$ cat src/rtl/decode_stage.sv
// decode_stage: decodes up to DECODE_WIDTH RV32 instructions per fetch bundle
// into register indices, class code and sign-extended immediate. It presents
// the decoded bundle through an output register backed by one skid register.
// The skid register absorbs rename back-pressure.
module decode_stage #(
    parameter int DECODE_WIDTH = 4,
    parameter int FSQ_W        = 5
) (
    input  logic                      clk,
    input  logic                      rst,
    input  logic [DECODE_WIDTH-1:0]   in_en,
    input  logic [32*DECODE_WIDTH-1:0] in_inst,
    input  logic [FSQ_W-1:0]          in_fsq_idx,
    output logic                      in_stall,
    input  logic                      redirect,
    output logic                      out_valid,
    input  logic                      out_ready,
    output logic [DECODE_WIDTH-1:0]   out_en,
    output logic [FSQ_W-1:0]          out_fsq_idx,
    output logic [5*DECODE_WIDTH-1:0] out_rd,
    output logic [5*DECODE_WIDTH-1:0] out_rs1,
    output logic [5*DECODE_WIDTH-1:0] out_rs2,
    output logic [3*DECODE_WIDTH-1:0] out_type,
    output logic [32*DECODE_WIDTH-1:0] out_imm,
    output logic [DECODE_WIDTH-1:0]   out_illegal
);

    localparam logic [2:0] T_INT     = 3'd0;
    localparam logic [2:0] T_BRANCH  = 3'd1;
    localparam logic [2:0] T_JUMP    = 3'd2;
    localparam logic [2:0] T_LOAD    = 3'd3;
    localparam logic [2:0] T_STORE   = 3'd4;
    localparam logic [2:0] T_SYSTEM  = 3'd5;
    localparam logic [2:0] T_ILLEGAL = 3'd7;

    // Every slot contributes 52 bits: en, rd, rs1, rs2, type, imm and illegal.
    // The FSQ index adds FSQ_W bits once for the whole bundle.
    localparam int BUNDLE_W = DECODE_WIDTH * 52 + FSQ_W;

    logic [5*DECODE_WIDTH-1:0]  dec_rd;
    logic [5*DECODE_WIDTH-1:0]  dec_rs1;
    logic [5*DECODE_WIDTH-1:0]  dec_rs2;
    logic [3*DECODE_WIDTH-1:0]  dec_type;
    logic [32*DECODE_WIDTH-1:0] dec_imm;
    logic [DECODE_WIDTH-1:0]    dec_illegal;

    genvar gi;
    generate
        for (gi = 0; gi < DECODE_WIDTH; gi++) begin : g_slot
            logic [31:0] inst;
            logic [6:0]  opcode;
            logic [2:0]  cls;
            logic [31:0] imm;
            logic [4:0]  rd;
            logic [4:0]  rs1;
            logic [4:0]  rs2;
            logic        keep;

            assign inst   = in_inst[32*gi +: 32];
            assign opcode = inst[6:0];

            // Classify the slot by its opcode. Compressed encodings are illegal.
            always_comb begin
                cls = T_ILLEGAL;
                if (inst[1:0] == 2'b11) begin
                    case (opcode)
                        7'h33, 7'h13, 7'h37, 7'h17: cls = T_INT;
                        7'h63:                      cls = T_BRANCH;
                        7'h6F, 7'h67:               cls = T_JUMP;
                        7'h03:                      cls = T_LOAD;
                        7'h23:                      cls = T_STORE;
                        7'h73, 7'h0F:               cls = T_SYSTEM;
                        default:                    cls = T_ILLEGAL;
                    endcase
                end
            end

            // Pick the immediate format from the opcode. R-type, fence and illegal slots give 0.
            always_comb begin
                imm = 32'h0;
                case (opcode)
                    7'h13, 7'h03, 7'h67, 7'h73:
                        imm = {{20{inst[31]}}, inst[31:20]};
                    7'h23:
                        imm = {{20{inst[31]}}, inst[31:25], inst[11:7]};
                    7'h63:
                        imm = {{19{inst[31]}}, inst[31], inst[7], inst[30:25], inst[11:8], 1'b0};
                    7'h37, 7'h17:
                        imm = {inst[31:12], 12'h000};
                    7'h6F:
                        imm = {{11{inst[31]}}, inst[31], inst[19:12], inst[20], inst[30:21], 1'b0};
                    default:
                        imm = 32'h0;
                endcase
            end

            // Mask the raw register fields that the instruction class does not use.
            always_comb begin
                rd  = inst[11:7];
                rs1 = inst[19:15];
                rs2 = 5'd0;
                if (cls == T_BRANCH || cls == T_STORE)
                    rd = 5'd0;
                if (opcode == 7'h37 || opcode == 7'h17 || opcode == 7'h6F)
                    rs1 = 5'd0;
                if (opcode == 7'h33 || opcode == 7'h63 || opcode == 7'h23)
                    rs2 = inst[24:20];
            end

            // Invalid and illegal slots present all-zero fields. An illegal slot still reports type 7.
            assign keep = in_en[gi] && (cls != T_ILLEGAL);

            assign dec_rd[5*gi +: 5]    = keep ? rd  : 5'd0;
            assign dec_rs1[5*gi +: 5]   = keep ? rs1 : 5'd0;
            assign dec_rs2[5*gi +: 5]   = keep ? rs2 : 5'd0;
            assign dec_imm[32*gi +: 32] = keep ? imm : 32'h0;
            assign dec_type[3*gi +: 3]  = in_en[gi] ? cls : 3'd0;
            assign dec_illegal[gi]      = in_en[gi] && (cls == T_ILLEGAL);
        end
    endgenerate

    logic [BUNDLE_W-1:0] dec_bundle;
    logic [BUNDLE_W-1:0] out_bundle_reg;
    logic [BUNDLE_W-1:0] skid_bundle_reg;
    logic                out_valid_reg;
    logic                skid_valid_reg;
    logic                accept;
    logic                out_free;

    assign dec_bundle = {in_en, in_fsq_idx, dec_rd, dec_rs1, dec_rs2,
                         dec_type, dec_imm, dec_illegal};

    assign {out_en, out_fsq_idx, out_rd, out_rs1, out_rs2,
            out_type, out_imm, out_illegal} = out_bundle_reg;

    assign out_valid = out_valid_reg;
    assign in_stall  = skid_valid_reg;

    // A bundle arriving during a redirect is dropped. A full skid blocks acceptance.
    assign accept   = (|in_en) && !skid_valid_reg && !redirect;
    assign out_free = !out_valid_reg || out_ready;

    // Output/skid pipeline: the skid drains first, so bundle order is preserved.
    always_ff @(posedge clk or negedge rst) begin
        if (!rst) begin
            out_bundle_reg  <= '0;
            skid_bundle_reg <= '0;
            out_valid_reg   <= 1'b0;
            skid_valid_reg  <= 1'b0;
        end else if (redirect) begin
            out_valid_reg  <= 1'b0;
            skid_valid_reg <= 1'b0;
        end else if (out_free) begin
            if (skid_valid_reg) begin
                out_bundle_reg <= skid_bundle_reg;
                out_valid_reg  <= 1'b1;
                skid_valid_reg <= 1'b0;
            end else if (accept) begin
                out_bundle_reg <= dec_bundle;
                out_valid_reg  <= 1'b1;
            end else begin
                out_valid_reg <= 1'b0;
            end
        end else if (accept) begin
            skid_bundle_reg <= dec_bundle;
            skid_valid_reg  <= 1'b1;
        end
    end

endmodule
$ cat config.mk
export PLATFORM = sky130hd
export DESIGN_NAME = decode_stage
export DESIGN_NICKNAME = d
export VERILOG_FILES = /design/src/rtl/decode_stage.sv
export SDC_FILE = /design/constraint.sdc
export NUM_CORES = 1
export LEC_CHECK = 0
export CORE_MARGIN = 5
export CORE_UTILIZATION = 44
export DETAILED_ROUTE_END_ITERATION = 12
export DONT_BUFFER_PORTS = 1
export PLACE_DENSITY = 0.67
export SLEW_MARGIN = 20
export SYNTH_ARGS = -nofsm -noshare
export SYNTH_HDL_FRONTEND = slang
export SYNTH_SLANG_ARGS = --single-unit
$ cat constraint.sdc
create_clock -name clk -period 2 [get_ports clk]
set_input_delay 0.2 -clock clk [delete_from_list [all_inputs] [get_ports clk]]
set_output_delay 0.2 -clock clk [all_outputs]
set_load 0.02 [all_outputs]
# Yosys cells after proc, flatten, opt, wreduce, memory -nomap -nowiden
# Cells that the tools add are included.
# classes
n_eq_ne,64
reduce_logical,60
mux,53
bitwise,2
# ops
cell,count
case mux 32 bit (5 select lines),4
2-to-1 mux 213 bit,2
2-to-1 mux 32 bit,4
2-to-1 mux 5 bit,24
== test 7 bit (second input constant),16
== test 7 x 6 -> 1 bit (second input constant),12
case mux 3 bit (6 select lines),4
== test 7 x 5 -> 1 bit (second input constant),8
OR reduction 4 bit,9
== test 7 x 2 -> 1 bit (second input constant),4
== test 7 x 4 -> 1 bit (second input constant),4
== test 3 bit (second input constant),8
2-to-1 mux 3 bit,8
OR reduction 2 bit,12
logical OR 1 bit,21
== test 3 x 1 -> 1 bit (second input constant),4
!= test 3 bit (second input constant),4
logical AND 1 bit,10
== test 2 bit (second input constant),4
2-to-1 mux 1 bit,7
AND reduction 3 bit,2
nonzero test 2 bit,2
zero test 1 bit,3
nonzero test 3 bit,1
NOT 1 bit,2
# word_totals
elab_cells,183
input_bits,141
register_bits,428

# Logic depth before layout (Yosys ltp)
# logic_depth
depth_word,10
ltp_mapped,8
ltp_nobuf,5

# Worst setup path before layout
# OpenSTA, ideal clock, no wires.
# synth_timing
kind,reg2reg
startpoint,"register skid_valid_reg, in the netlist in_stall"
endpoint,register skid_bundle_reg[199]
t_arrival_ns,1.711
path_stages_with_launch,8
synth_period_minus_slack_ns,1.788
t_required_ns,1.924
path_buffers,2
slack_ns,0.212
cell_sequence,dfrtp_1 > buf_2 > nor2_1 > nand2_1 > nor2_1 > clkbuf_1 > nand2_1 > o21ai_1
# synth_via
elab_chain_len,4
# synth_lines
item,line,text
start: declaration,126,logic skid_valid_reg;
start signal: assignment,149,skid_valid_reg <= 1'b0;
start signal: assignment,152,skid_valid_reg <= 1'b0;
start signal: assignment,157,skid_valid_reg <= 1'b0;
zero test 1 bit,140,assign accept = (|in_en) && !skid_valid_reg && !redirect;
logical AND 1 bit (2 in a row),140,
AND reduction 3 bit (no line),--,
end signal: assignment,165,skid_bundle_reg <= dec_bundle;
end: declaration,124,logic [BUNDLE_W-1:0] skid_bundle_reg;
# Every way passes these cells.
# A chain may end at the register's enable or synchronous reset.

# Final worst setup path
# layout_timing
startpoint,"register out_valid_reg, in the netlist out_valid"
endpoint,register out_bundle_reg[43]
# layout_via
elab_chain_len,3
# layout_lines
item,line,text
start: declaration,125,logic out_valid_reg;
start signal: assignment,148,out_valid_reg <= 1'b0;
start signal: assignment,151,out_valid_reg <= 1'b0;
start signal: assignment,156,out_valid_reg <= 1'b1;
zero test 1 bit,141,assign out_free = !out_valid_reg || out_ready;
logical OR 1 bit,141,
AND reduction 3 bit (no line),--,
end signal: assignment,155,out_bundle_reg <= skid_bundle_reg;
end signal: assignment,159,out_bundle_reg <= dec_bundle;
end: declaration,123,logic [BUNDLE_W-1:0] out_bundle_reg;
# Every way passes these cells.

==> impl_metrics.py <==
metrics = {
    "outcome": {
        "status": "complete, but fails checks",
        "violations": "negative hold slack",
    },
    "timing": {
        "fin_crit_ns": 1.93,
        "fin_crit_sh": 0.963,
        "fmax_mhz": 519,
        "slew_violations": 0,
        "setup_violations": 0,
        "rsz0062_at_grt": "yes",
        "worst_pin_slew_ns": 1.12,
        "hold_violations": 428,
        "slew_headroom": 0.254,
        "whs_ns": -0.661,
        "skew_ns": 0.0231,
    },
    "synthesis": {
        "yosysWarningCount": 0,
        "synthCells": 1941,
        "synth_ff_type": "dfrtp_1",
        "ys_ff_latch": 428,
        "synth_cell_type_count": 80,
        "synth_async_sr_flop_share": 1.00,
        "synth_edf_count": 0,
        "synth-seq-area-share": 0.554,
        "syn_area_per_cell_um2": 9.97,
        "syn_nets": 2082,
        "synthesis.area_um2": 19300,
    },
    "global_route": {
        "grt_pass1_vias": 16400,
        "antenna_found_initial": 1,
        "grt_max_degree": 429,
        "grt_usage": 0.250,
        "gr-total-overflow": 0,
        "grt_pass1_wl_um": 96300,
    },
    "clock_network": {
        "clock_sinks": 428,
        "numCtsBuffers": 47,
        "cts-root-buf": "clkbuf_16",
        "cts_hold_buf": 129,
        "cts.path.max_buffers": 3,
        "htree_levels": 2,
        "cts.reportedPaths.clkPinSlew_ns": 0.06,
        "clk_latency_ns": 0.58,
        "cts_tree": "done",
    },
    "layout": {
        "layout_commonest_cell": "dfrtp_1",
        "layout-drive-gt1-share": 0.0890,
        "fill_cells": 3764,
        "nets": 2173,
        "final_cell_area_um2": 22900,
        "layout_common_cells": "427 x dfrtp_1, 298 x nand2_1, 164 x o21ai_1, 136 x o21ai_0, 136 x a21oi_1",
        "area_growth_pct": 18.2,
    },
    "setup_path": {
        "reg2reg_depth": 6,
        "reg2reg_to": "out_bundle_reg[43]",
        "r2r_slack_ns": 0.07,
        "critPathRequiredTime_ns": 2.51,
        "cp-end-kind": "register",
        "cp.arrival_ns": 2.44,
        "timing.rr.start": "out_valid",
        "start_kind": "register",
        "crit_type": "register to register",
        "cp_max_fo": 6,
    },
    "detailed_routing": {
        "vias": 16500,
        "drtIter0Drc": 1751,
        "vias_per_cell": 6.22,
        "detail-route-antenna-nets": 0,
        "drc": 0,
        "routed_wirelength_um": 62100,
        "first_pass_iters": 8,
        "wire_per_inst_um": 23.4,
    },
    "hold_path": {
        "hp-class": "input pin to async pin",
    },
    "floorplanning": {
        "die_x_um": 220,
        "die_h_um": 220,
        "start_util": 0.447,
        "coreArea_um2": 43300,
        "fp-row-count": 76,
        "io_pins": 356,
        "die_area_um2": 48300,
    },
    "placement": {
        "hpwl_um": 40000,
        "io_buffers": 0,
        "gp_congestion": 0.868,
        "placed_area_um2": 19900,
    },
    "pwr": {
        "power.density_nw_per_um2": 881,
        "ir_drop_v": 0.000657,
        "leakage_nw": 9.99,
    },
    "run": {
        "max_cap_violations": 0,
    },
}
[where the power goes]
| part | switching [W] | leakage, nW | internal (W) |
|---|---|---|---|
| registers | 0.000535 | 5.83 | 0.00898 |
| logic | 0.000872 | 3.34 | 0.000591 |
| clock network | 0.00357 | 0.816 | 0.00559 |
| total | 0.00498 | 9.99 | 0.0152 |
[layer usage]
layer  global-route usage  vias to the layer above  wire [um]
met5               0.0167                        -        110
met2                0.389                      814      28200
met4               0.0857                        2       2230
met3               0.0863                      150       6830
li1                     -                     7260          -
met1                0.327                     8295      24700
[how the worst max path moves through the flow]
stage	start	endpoint	slack, ns	cells after the start
finish	out_valid	out_bundle_reg[43]	0.07	6
floorplan	in_stall	skid_bundle_reg[199]	0.21	7
global placement	in_inst[65]	skid_bundle_reg[80]	0.06	6
detailed placement	in_stall	skid_bundle_reg[191]	0.02	4
CTS	in_stall	skid_bundle_reg[193]	0.008	4
global route	in_stall	out_bundle_reg[107]	-0.02	5
[worst max-delay path, stage by stage (launching register included)]
cell and delay (ns):
dfrtp_1 0.39, nor2b_1 0.14, buf_4 0.16, a211o_4 0.37, a211o_4 0.35, nor2b_4 0.25
a221o_1 0.19
[layout make-up]
cell class	count	area, um^2	share of cell area
diodes	1	2.50	0.000109
clock buffers	69	1430	0.0625
clock inverters	16	225	0.00985
inverters	17	63.8	0.00279
multi-input cells	1347	7780	0.340
flip-flops and latches	428	10700	0.468
well taps	585	732	0.0320
repair buffers	191	1920	0.0839
[cell families after synthesis]
family | after synthesis | synth area share
buf+inv | 166 | 0.0473
simple gates | 557 | 0.136
mux | 7 | 0.00362
xor+xnor | 1 | 0.000453
compound gates | 782 | 0.259
flops | 428 | 0.554
[cell usage after synthesis (9+ instances only)]
cell type  instances  area (um^2)
o21ai_0          136          681
buf_2             53          265
nor2_1            79          297
a221oi_1          10         87.6
buf_4             13         97.6
o22ai_1           16          100
and2_1             9         56.3
a32oi_1           10         87.6
a22oi_1          126          946
nor3_1            10         50.1
nand3_1           23          115
and3_1            48          300
buf_6             20          225
nand2b_1          18          113
a221o_1           22          220
a31oi_1           16          100
nor2b_1           19          119
o31ai_1           13         97.6
nand2_1          298         1120
inv_1             16         60.1
a22o_1            55          482
clkbuf_1          55          206
o21ai_1          164          821
a21oi_1          136          681
dfrtp_1          428        10700
a21o_1            20          150
[per-stage QoR]
stage	power (W)	worst slack [ns]	utilization	setup TNS, ns	instances
floorplan	0.0104	0.212	-	0	1941
global placement	0.0108	0.0600	0.459	0	2438
detailed placement	0.0108	0.0211	0.459	0	2438
CTS	0.0203	0.00751	0.527	0	2652
global route	0.0209	-0.0153	0.529	-0.0153	2654
finish	0.0201	0.0746	0.529	0	2654
[what timing repair did]
item	CTS	global route
buffers inserted	0	1
setup endpoints to repair	0	111
gates resized for setup	0	9
hold endpoints to repair	848	428
No activity file was read; power rests on OpenSTA's default activity.
